===== src/rtl/regfile_scoreboard_pkg.sv =====
// Shared definitions for the ID-stage register file / scoreboard.
//   - default datapath, register-file and forwarding geometry
//   - forwarding index convention: index 0 is the youngest stage (EX),
//     higher indices are progressively older (MEM, ...)
//   - pend_t: per-register in-flight writer counter sized by MAX_PEND
package regfile_scoreboard_pkg;

   localparam int WORD_SIZE_DEF = 16;
   localparam int NUM_REGS_DEF  = 4;
   localparam int NUM_FWD_DEF   = 2;
   localparam int MAX_PEND_DEF  = 3;
   localparam int PEND_W_DEF    = $clog2(MAX_PEND_DEF + 1);

   localparam int FWD_YOUNGEST  = 0;

   typedef logic [PEND_W_DEF-1:0] pend_t;

endpackage


===== src/rtl/regfile_scoreboard_if.sv =====
// Bus between the decode stage (master) and the register file / scoreboard
// (slave).
//   master drives: source addresses/usage, issue request and destination,
//                  forwarding stage taps, writeback port
//   slave drives:  resolved operands, stall, sticky underflow flag,
//                  stall cycle counter
interface regfile_scoreboard_if
   import regfile_scoreboard_pkg::*;
#(
   parameter int WORD_SIZE = WORD_SIZE_DEF,
   parameter int NUM_REGS  = NUM_REGS_DEF,
   parameter int NUM_FWD   = NUM_FWD_DEF,
   parameter int RA_W      = $clog2(NUM_REGS)
) ();

   logic [RA_W-1:0]              rs_addr;
   logic [RA_W-1:0]              rt_addr;
   logic                         rs_used;
   logic                         rt_used;
   logic                         issue_valid;
   logic                         issue_dst_valid;
   logic [RA_W-1:0]              issue_dst;
   logic [NUM_FWD-1:0]           fwd_valid;
   logic [NUM_FWD-1:0]           fwd_ready;
   logic [NUM_FWD*RA_W-1:0]      fwd_addr;
   logic [NUM_FWD*WORD_SIZE-1:0] fwd_data;
   logic                         wb_valid;
   logic                         wb_kill;
   logic [RA_W-1:0]              wb_addr;
   logic [WORD_SIZE-1:0]         wb_data;
   logic [WORD_SIZE-1:0]         rs_data;
   logic [WORD_SIZE-1:0]         rt_data;
   logic                         stall;
   logic                         err_underflow;
   logic [WORD_SIZE-1:0]         stall_cycles;

   modport master (
      output rs_addr, rt_addr, rs_used, rt_used,
      output issue_valid, issue_dst_valid, issue_dst,
      output fwd_valid, fwd_ready, fwd_addr, fwd_data,
      output wb_valid, wb_kill, wb_addr, wb_data,
      input  rs_data, rt_data, stall, err_underflow, stall_cycles
   );

   modport slave (
      input  rs_addr, rt_addr, rs_used, rt_used,
      input  issue_valid, issue_dst_valid, issue_dst,
      input  fwd_valid, fwd_ready, fwd_addr, fwd_data,
      input  wb_valid, wb_kill, wb_addr, wb_data,
      output rs_data, rt_data, stall, err_underflow, stall_cycles
   );

endinterface


===== src/rtl/regfile_scoreboard_operand_resolve.sv =====
// Priority operand mux for one source register.
//   addr        source register
//   fwd_*       forwarding stage taps, stage i at [i*W +: W], 0 = youngest
//   wb_bypass   writeback is live (valid and not killed)
//   wb_addr/data writeback target and value
//   pend_busy   scoreboard says an invisible writer is in flight
//   reg_data    architectural register contents
//   data        resolved operand
//   hazard      operand cannot be supplied this cycle
module regfile_scoreboard_operand_resolve
   import regfile_scoreboard_pkg::*;
#(
   parameter int WORD_SIZE = WORD_SIZE_DEF,
   parameter int RA_W      = 2,
   parameter int NUM_FWD   = NUM_FWD_DEF
) (
   input  logic [RA_W-1:0]              addr,
   input  logic [NUM_FWD-1:0]           fwd_valid,
   input  logic [NUM_FWD-1:0]           fwd_ready,
   input  logic [NUM_FWD*RA_W-1:0]      fwd_addr,
   input  logic [NUM_FWD*WORD_SIZE-1:0] fwd_data,
   input  logic                         wb_bypass,
   input  logic [RA_W-1:0]              wb_addr,
   input  logic [WORD_SIZE-1:0]         wb_data,
   input  logic                         pend_busy,
   input  logic [WORD_SIZE-1:0]         reg_data,
   output logic [WORD_SIZE-1:0]         data,
   output logic                         hazard
);

   // Lowest priority first; each later match overrides, so the loop walks
   // from the oldest forwarding stage towards the youngest.
   always_comb begin
      data   = reg_data;
      hazard = pend_busy;
      if (wb_bypass && wb_addr == addr) begin
         data   = wb_data;
         hazard = 1'b0;
      end
      for (int i = NUM_FWD - 1; i >= FWD_YOUNGEST; i--) begin
         if (fwd_valid[i] && fwd_addr[i*RA_W +: RA_W] == addr) begin
            data   = fwd_data[i*WORD_SIZE +: WORD_SIZE];
            hazard = !fwd_ready[i];
         end
      end
   end

endmodule


===== src/rtl/regfile_scoreboard.sv =====
// ID-stage register file with pending-write scoreboard and N-source bypass.
//   clk      clock, all state on posedge
//   Reset_N  synchronous active-low reset
//   bus      slave side of regfile_scoreboard_if (operand requests, issue,
//            forwarding taps, writeback; returns operands, stall, status)
module regfile_scoreboard
   import regfile_scoreboard_pkg::*;
#(
   parameter int WORD_SIZE = WORD_SIZE_DEF,
   parameter int NUM_REGS  = NUM_REGS_DEF,
   parameter int RA_W      = $clog2(NUM_REGS),
   parameter int NUM_FWD   = NUM_FWD_DEF,
   parameter int MAX_PEND  = MAX_PEND_DEF,
   parameter int PEND_W    = $clog2(MAX_PEND + 1)
) (
   input  logic               clk,
   input  logic               Reset_N,
   regfile_scoreboard_if.slave bus
);

   logic [WORD_SIZE-1:0] regs    [NUM_REGS];
   logic [PEND_W-1:0]    pending [NUM_REGS];
   logic                 err_q;
   logic [WORD_SIZE-1:0] stall_cnt;

   logic [WORD_SIZE-1:0] rs_res;
   logic [WORD_SIZE-1:0] rt_res;
   logic                 rs_haz;
   logic                 rt_haz;
   logic                 wb_live;
   logic                 waw_full;
   logic                 stall_raw;
   logic                 accept;
   logic                 underflow;
   logic [NUM_REGS-1:0]  pend_inc;
   logic [NUM_REGS-1:0]  pend_dec;

   assign wb_live = bus.wb_valid && !bus.wb_kill;

   regfile_scoreboard_operand_resolve #(
      .WORD_SIZE (WORD_SIZE),
      .RA_W      (RA_W),
      .NUM_FWD   (NUM_FWD)
   ) u_rs (
      .addr      (bus.rs_addr),
      .fwd_valid (bus.fwd_valid),
      .fwd_ready (bus.fwd_ready),
      .fwd_addr  (bus.fwd_addr),
      .fwd_data  (bus.fwd_data),
      .wb_bypass (wb_live),
      .wb_addr   (bus.wb_addr),
      .wb_data   (bus.wb_data),
      .pend_busy (pending[bus.rs_addr] != '0),
      .reg_data  (regs[bus.rs_addr]),
      .data      (rs_res),
      .hazard    (rs_haz)
   );

   regfile_scoreboard_operand_resolve #(
      .WORD_SIZE (WORD_SIZE),
      .RA_W      (RA_W),
      .NUM_FWD   (NUM_FWD)
   ) u_rt (
      .addr      (bus.rt_addr),
      .fwd_valid (bus.fwd_valid),
      .fwd_ready (bus.fwd_ready),
      .fwd_addr  (bus.fwd_addr),
      .fwd_data  (bus.fwd_data),
      .wb_bypass (wb_live),
      .wb_addr   (bus.wb_addr),
      .wb_data   (bus.wb_data),
      .pend_busy (pending[bus.rt_addr] != '0),
      .reg_data  (regs[bus.rt_addr]),
      .data      (rt_res),
      .hazard    (rt_haz)
   );

   // A full counter would wrap on another issue, so the destination must
   // drain first even though the data hazard logic may be clear.
   assign waw_full  = bus.issue_dst_valid && (pending[bus.issue_dst] == PEND_W'(MAX_PEND));
   assign stall_raw = bus.issue_valid &&
                      ((bus.rs_used && rs_haz) || (bus.rt_used && rt_haz) || waw_full);
   assign accept    = bus.issue_valid && !stall_raw;

   always_comb begin
      pend_inc = '0;
      pend_dec = '0;
      for (int r = 0; r < NUM_REGS; r++) begin
         pend_inc[r] = accept && bus.issue_dst_valid && (bus.issue_dst == RA_W'(r));
         pend_dec[r] = bus.wb_valid && (bus.wb_addr == RA_W'(r));
      end
   end

   // A same-cycle issue to the retiring register cancels the decrement, so
   // that case is never an underflow.
   assign underflow = bus.wb_valid && (pending[bus.wb_addr] == '0) && !pend_inc[bus.wb_addr];

   always_ff @(posedge clk) begin
      if (!Reset_N) begin
         for (int r = 0; r < NUM_REGS; r++) begin
            regs[r]    <= '0;
            pending[r] <= '0;
         end
         err_q     <= 1'b0;
         stall_cnt <= '0;
      end else begin
         if (wb_live) begin
            regs[bus.wb_addr] <= bus.wb_data;
         end
         for (int r = 0; r < NUM_REGS; r++) begin
            if (pend_inc[r] && !pend_dec[r]) begin
               pending[r] <= pending[r] + PEND_W'(1);
            end else if (pend_dec[r] && !pend_inc[r] && pending[r] != '0) begin
               pending[r] <= pending[r] - PEND_W'(1);
            end
         end
         if (underflow) begin
            err_q <= 1'b1;
         end
         if (stall_raw && stall_cnt != '1) begin
            stall_cnt <= stall_cnt + WORD_SIZE'(1);
         end
      end
   end

   assign bus.rs_data       = Reset_N ? rs_res : '0;
   assign bus.rt_data       = Reset_N ? rt_res : '0;
   assign bus.stall         = Reset_N && stall_raw;
   assign bus.err_underflow = err_q;
   assign bus.stall_cycles  = stall_cnt;

endmodule


===== src/flat_wrapper.sv =====
// flat-port wrapper written by rule: the top's interface ports become plain ports
module regfile_scoreboard_flat import regfile_scoreboard_pkg::*;
#(
   parameter int WORD_SIZE = WORD_SIZE_DEF,
   parameter int NUM_REGS  = NUM_REGS_DEF,
   parameter int RA_W      = $clog2(NUM_REGS),
   parameter int NUM_FWD   = NUM_FWD_DEF,
   parameter int MAX_PEND  = MAX_PEND_DEF,
   parameter int PEND_W    = $clog2(MAX_PEND + 1)
)
  (clk, Reset_N, bus_rs_addr, bus_rt_addr, bus_rs_used, bus_rt_used, bus_issue_valid, bus_issue_dst_valid, bus_issue_dst, bus_fwd_valid, bus_fwd_ready, bus_fwd_addr, bus_fwd_data, bus_wb_valid, bus_wb_kill, bus_wb_addr, bus_wb_data, bus_rs_data, bus_rt_data, bus_stall, bus_err_underflow, bus_stall_cycles);
  regfile_scoreboard_if #(.WORD_SIZE(WORD_SIZE), .NUM_REGS(NUM_REGS), .NUM_FWD(NUM_FWD), .RA_W(RA_W)) bus_i ();
  input  logic clk;
  input  logic Reset_N;
  input wire logic [$bits(bus_i.rs_addr)-1:0] bus_rs_addr;
  input wire logic [$bits(bus_i.rt_addr)-1:0] bus_rt_addr;
  input wire logic [$bits(bus_i.rs_used)-1:0] bus_rs_used;
  input wire logic [$bits(bus_i.rt_used)-1:0] bus_rt_used;
  input wire logic [$bits(bus_i.issue_valid)-1:0] bus_issue_valid;
  input wire logic [$bits(bus_i.issue_dst_valid)-1:0] bus_issue_dst_valid;
  input wire logic [$bits(bus_i.issue_dst)-1:0] bus_issue_dst;
  input wire logic [$bits(bus_i.fwd_valid)-1:0] bus_fwd_valid;
  input wire logic [$bits(bus_i.fwd_ready)-1:0] bus_fwd_ready;
  input wire logic [$bits(bus_i.fwd_addr)-1:0] bus_fwd_addr;
  input wire logic [$bits(bus_i.fwd_data)-1:0] bus_fwd_data;
  input wire logic [$bits(bus_i.wb_valid)-1:0] bus_wb_valid;
  input wire logic [$bits(bus_i.wb_kill)-1:0] bus_wb_kill;
  input wire logic [$bits(bus_i.wb_addr)-1:0] bus_wb_addr;
  input wire logic [$bits(bus_i.wb_data)-1:0] bus_wb_data;
  output wire logic [$bits(bus_i.rs_data)-1:0] bus_rs_data;
  output wire logic [$bits(bus_i.rt_data)-1:0] bus_rt_data;
  output wire logic [$bits(bus_i.stall)-1:0] bus_stall;
  output wire logic [$bits(bus_i.err_underflow)-1:0] bus_err_underflow;
  output wire logic [$bits(bus_i.stall_cycles)-1:0] bus_stall_cycles;
  assign bus_i.rs_addr = bus_rs_addr;
  assign bus_i.rt_addr = bus_rt_addr;
  assign bus_i.rs_used = bus_rs_used;
  assign bus_i.rt_used = bus_rt_used;
  assign bus_i.issue_valid = bus_issue_valid;
  assign bus_i.issue_dst_valid = bus_issue_dst_valid;
  assign bus_i.issue_dst = bus_issue_dst;
  assign bus_i.fwd_valid = bus_fwd_valid;
  assign bus_i.fwd_ready = bus_fwd_ready;
  assign bus_i.fwd_addr = bus_fwd_addr;
  assign bus_i.fwd_data = bus_fwd_data;
  assign bus_i.wb_valid = bus_wb_valid;
  assign bus_i.wb_kill = bus_wb_kill;
  assign bus_i.wb_addr = bus_wb_addr;
  assign bus_i.wb_data = bus_wb_data;
  assign bus_rs_data = bus_i.rs_data;
  assign bus_rt_data = bus_i.rt_data;
  assign bus_stall = bus_i.stall;
  assign bus_err_underflow = bus_i.err_underflow;
  assign bus_stall_cycles = bus_i.stall_cycles;
  regfile_scoreboard #(.WORD_SIZE(WORD_SIZE), .NUM_REGS(NUM_REGS), .RA_W(RA_W), .NUM_FWD(NUM_FWD), .MAX_PEND(MAX_PEND), .PEND_W(PEND_W)) u_core (.clk(clk), .Reset_N(Reset_N), .bus(bus_i));
endmodule

===== config.mk =====
export PLATFORM = sky130hd
export DESIGN_NAME = regfile_scoreboard_flat
export DESIGN_NICKNAME = d
export VERILOG_FILES = /design/src/rtl/regfile_scoreboard_pkg.sv /design/src/rtl/regfile_scoreboard_if.sv /design/src/rtl/regfile_scoreboard_operand_resolve.sv /design/src/rtl/regfile_scoreboard.sv /design/src/flat_wrapper.sv
export SDC_FILE = /design/constraint.sdc
export NUM_CORES = 1
export LEC_CHECK = 0
export ABC_AREA = 0
export CORE_AREA = 2 2 122 172
export DETAILED_ROUTE_END_ITERATION = 8
export DIE_AREA = 0 0 124 174
export SETUP_SLACK_MARGIN = 0.15
export SYNTH_ARGS = -nofsm -noshare
export SYNTH_HDL_FRONTEND = slang
export SYNTH_SLANG_ARGS = --single-unit
export TNS_END_PERCENT = 30

===== constraint.sdc =====
create_clock -name clk -period 5.32 [get_ports clk]
set_input_delay 1.596 -clock clk [delete_from_list [all_inputs] [get_ports clk]]
set_output_delay 1.596 -clock clk [all_outputs]
set_load 0.02 [all_outputs]

==> reports/metrics.csv <==
stage;metric;value;unit
synthesis;synthTopCellsByArea;edfxtp_1, mux4_2, nor2_1;
clock_network;cts-hold-fix-buffers;0;
synthesis;syn_area;5937;um^2
timing;maxSlewViolCount;0;
routing;finalWirelength;16.70;mm
setup_path;required;3.72;ns
routing;drt-wirelength-per-cell;16.98;um
setup_path;slowest_delay;0.33;ns
timing;max_freq;0.1926;GHz
routing;ant_nets;0;
timing;holdWs;0.4508;ns
finish;fill_cells;1965;
timing;rsz0062_at_grt;true;
routing;route.vias.total;4981;
routing;firstDrtPassIters;7;
synthesis;avgSynthCellArea;10.03;um^2
timing;hold_violations;0;
synthesis;yosys_most_used_dff;edfxtp_1;
timing;setup_violations;0;
pwr;switching_share;28.63;%
finish;syn2layout_area_growth;36.35;%
clock_network;cts_num_sinks;89;
timing;fin_ws;0.1290;ns
floorplan;dieArea;21580;um^2
global_route;antenna_found_initial;0;
timing;worst_slew_pin_slew;0.8642;ns
finish;finalInstanceArea;8095;um^2
setup_path;end_kind;output pin;
routing;drc;0;
pwr;p_switching;570.5;uW
placed_design;io_buffers;121;
synthesis;syn_inst;592;
floorplan;core_area;20170;um^2
worst_hold_path;hold_path_depth;2;
global_route;grt-ovfl-total;0;
pwr;p_per_area;246.2;nW/um^2
synthesis;yosysMostFrequentCell;nor2_1;
clock_network;cts_inserted_buffers;9;
global_route;grt_pass1_vias;5024;
setup_path;cp-start-kind;primary input;
setup_path;r2r_cells;8;
placed_design;pre_cts_slack;-0.2774;ns
setup_path;critical_path.max_fanout;16;
placed_design;dp_hpwl;11.65;mm
synthesis;synth_cell_types;50;
synthesis;yosys_warnings;0;
setup_path;arrival;3.59;ns
floorplan;fp.dieW;124;um
global_route;grt_max_degree;42;
clock_network;cts_tree;built;
global_route;grtUsageTotal;15.73;%
synthesis;synth_top_cell_area_share;36.42;%
synthesis;synthArstFlopShare;0;%
flow_run;drv_cap;0;
clock_network;ctsLongestPathBuffers;2;
global_route;grt_pass1_wl;26.25;mm
synthesis;ys_seq_area_share;42.15;%
synthesis;synth_nets;666;
synthesis;synth_edf_count;72;
synthesis;synth_top_area_cell;edfxtp_1;
floorplan;die_y;174;um
clock_network;cts_max_level;3;
pwr;p_leak;3.122;nW
routing;drt_iter0_drc;222;
synthesis;ys_ff_latch;89;
run_status;status;finished clean;
floorplan;row_count;62;
pwr;power;1.993;mW
timing;min_period_over_period;97.57;%
timing;finalCriticalPeriod;5.191;ns
routing;vias_per_cell;5.062;
pwr;ir_drop;0.1259;mV
setup_path;critPathKind;in2out;
pwr;p_int;1.422;mW
finish;layout-drive-gt1-share;19.09;%
pwr;pwr-share-clk;33.3;%
floorplan;start_util;29.44;%
timing;relSlewSlack;42.38;%
floorplan;io_pins;122;
pwr;comb_power_share;25.7;%
worst_hold_path;min_path_type;reg2reg;
finish;fin_nets;797;
clock_network;clkLatencyLatePin;0.34;ns
clock_network;clk_pin_slew_worst_paths;0.07;ns
setup_path;slowest_stage;dlygate4sd2_1;
setup_path;path_cells;dlygate4sd2_1, bufbuf_16, buf_4, xnor2_2, and3_4, bufbuf_16, a21oi_1, nor2_1, dlygate4sd2_1;
pwr;pwr-share-seq;41.0;%
synthesis;yosys-top-cells-count;nor2_1, edfxtp_1, a21oi_1, mux4_2;
placed_design;place.gp.congestion;0.8106;
clock_network;ctsRootBufferMaster;clkbuf_16;
finish;diodes;0;
timing;clock_skew;0.007400;ns
placed_design;place_area;7701;um^2
[final timing paths]
kind | start | end | slack [ns]
setup / recovery | bus_rt_addr[0] | bus_rt_data[1] | 0.13
hold / removal | u_core.bus.err_underflow | u_core.bus.err_underflow | 0.45
setup reg to reg | u_core.pending[1][1] | u_core.pending[1][1] | 2.55
hold reg to reg | u_core.bus.err_underflow | u_core.bus.err_underflow | 0.45
[cell type report]
class | instances | area [um^2] | share of cell area (%)
timing repair buffer | 163 | 1672 | 20.65
tap | 256 | 320.3 | 3.957
clock inverter | 7 | 85.08 | 1.051
clock buffer | 9 | 225.2 | 2.782
inverter | 28 | 105.1 | 1.298
sequential | 89 | 2502 | 30.91
multi-input combinational | 432 | 3186 | 39.35
[cell families after synthesis]
kind of cell / after synthesis / share of synthesized area, %
AO/OA/AOI/OAI: 120 / 13.30
multiplexers: 71 / 19.56
buffers and inverters: 71 / 5.184
flip-flops: 89 / 42.15
XOR/XNOR: 17 / 2.508
adder cells (fa/ha/maj): 2 / 0.4214
AND/OR/NAND/NOR: 222 / 16.88
[critical path, delay by kind of cell]
family          cells  cell delay [ns]
simple gates        2             0.35
xor+xnor            1             0.18
compound gates      1             0.07
buf+inv             5             1.38
[placed cells by master, fill, tap and decap left out, drive strengths merged, types with 2 or more instances in the layout]
cell / n
nor2: 125
nand2: 32
nor3: 5
o311ai: 3
or4: 3
or2: 2
o21ai: 14
nand3: 19
nand4: 3
a211oi: 35
and3: 4
a21oi: 46
mux4: 36
inv: 32
mux2i: 35
buf: 42
clkdlybuf4s15: 12
o31ai: 3
or3: 8
o211ai: 9
a31oi: 2
xor2: 2
edfxtp: 72
nor2b: 5
o21a: 2
clkbuf: 23
clkdlybuf4s50: 84
bufbuf: 3
xnor2: 15
and2: 3
clkinvlp: 2
dfxtp: 17
nand2b: 7
dlygate4sd2: 7
nand3b: 2
ha: 2
[flip-flops by register name, summed over array words and instances (netlist names)]
register                  count
u_core.bus.stall_cycles      16
u_core.regs                  64
u_core.pending                8
u_core.bus.err_underflow      1
[power by group through the flow]
stage | Sequential [mW] | Clock (mW) | Combinational (mW)
6_report | 0.817 | 0.664 | 0.512
5_1_grt | 0.822 | 0.704 | 0.557
4_1_cts | 0.816 | 0.677 | 0.515
3_5_place_dp | 0.832 | 0 | 0.517
3_3_place_gp | 0.829 | 0 | 0.515
2_1_floorplan | 0.828 | 0 | 0.296
[metal layers]
layer / vias to the layer above / track usage, % / routed length [um]
li1: 2458 / - / -
met4: 0 / 4.260 / 225
met5: - / 0 / 0
met3: 13 / 2.297 / 1061
met1: 2352 / 17.32 / 6282
met2: 158 / 30.45 / 9134
[what timing repair did]
item                                    CTS  global route
pin swaps                                 2             1
endpoints found under the setup margin   33            33
cloned                                    3             0
resized for setup                        68            39
setup buffers                             1             0
[metrics by stage]
| step | cells | util [%] | setup TNS [ns] |
|---|---|---|---|
| floorplan | 592 | - | 0 |
| global placement | 964 | 38.18 | -6.743 |
| detailed placement | 964 | 38.18 | -7.037 |
| CTS | 984 | 40.22 | 0 |
| global route | 984 | 40.14 | 0 |
| finish | 984 | 40.14 | 0 |
No activity file was read; power rests on OpenSTA's default activity.
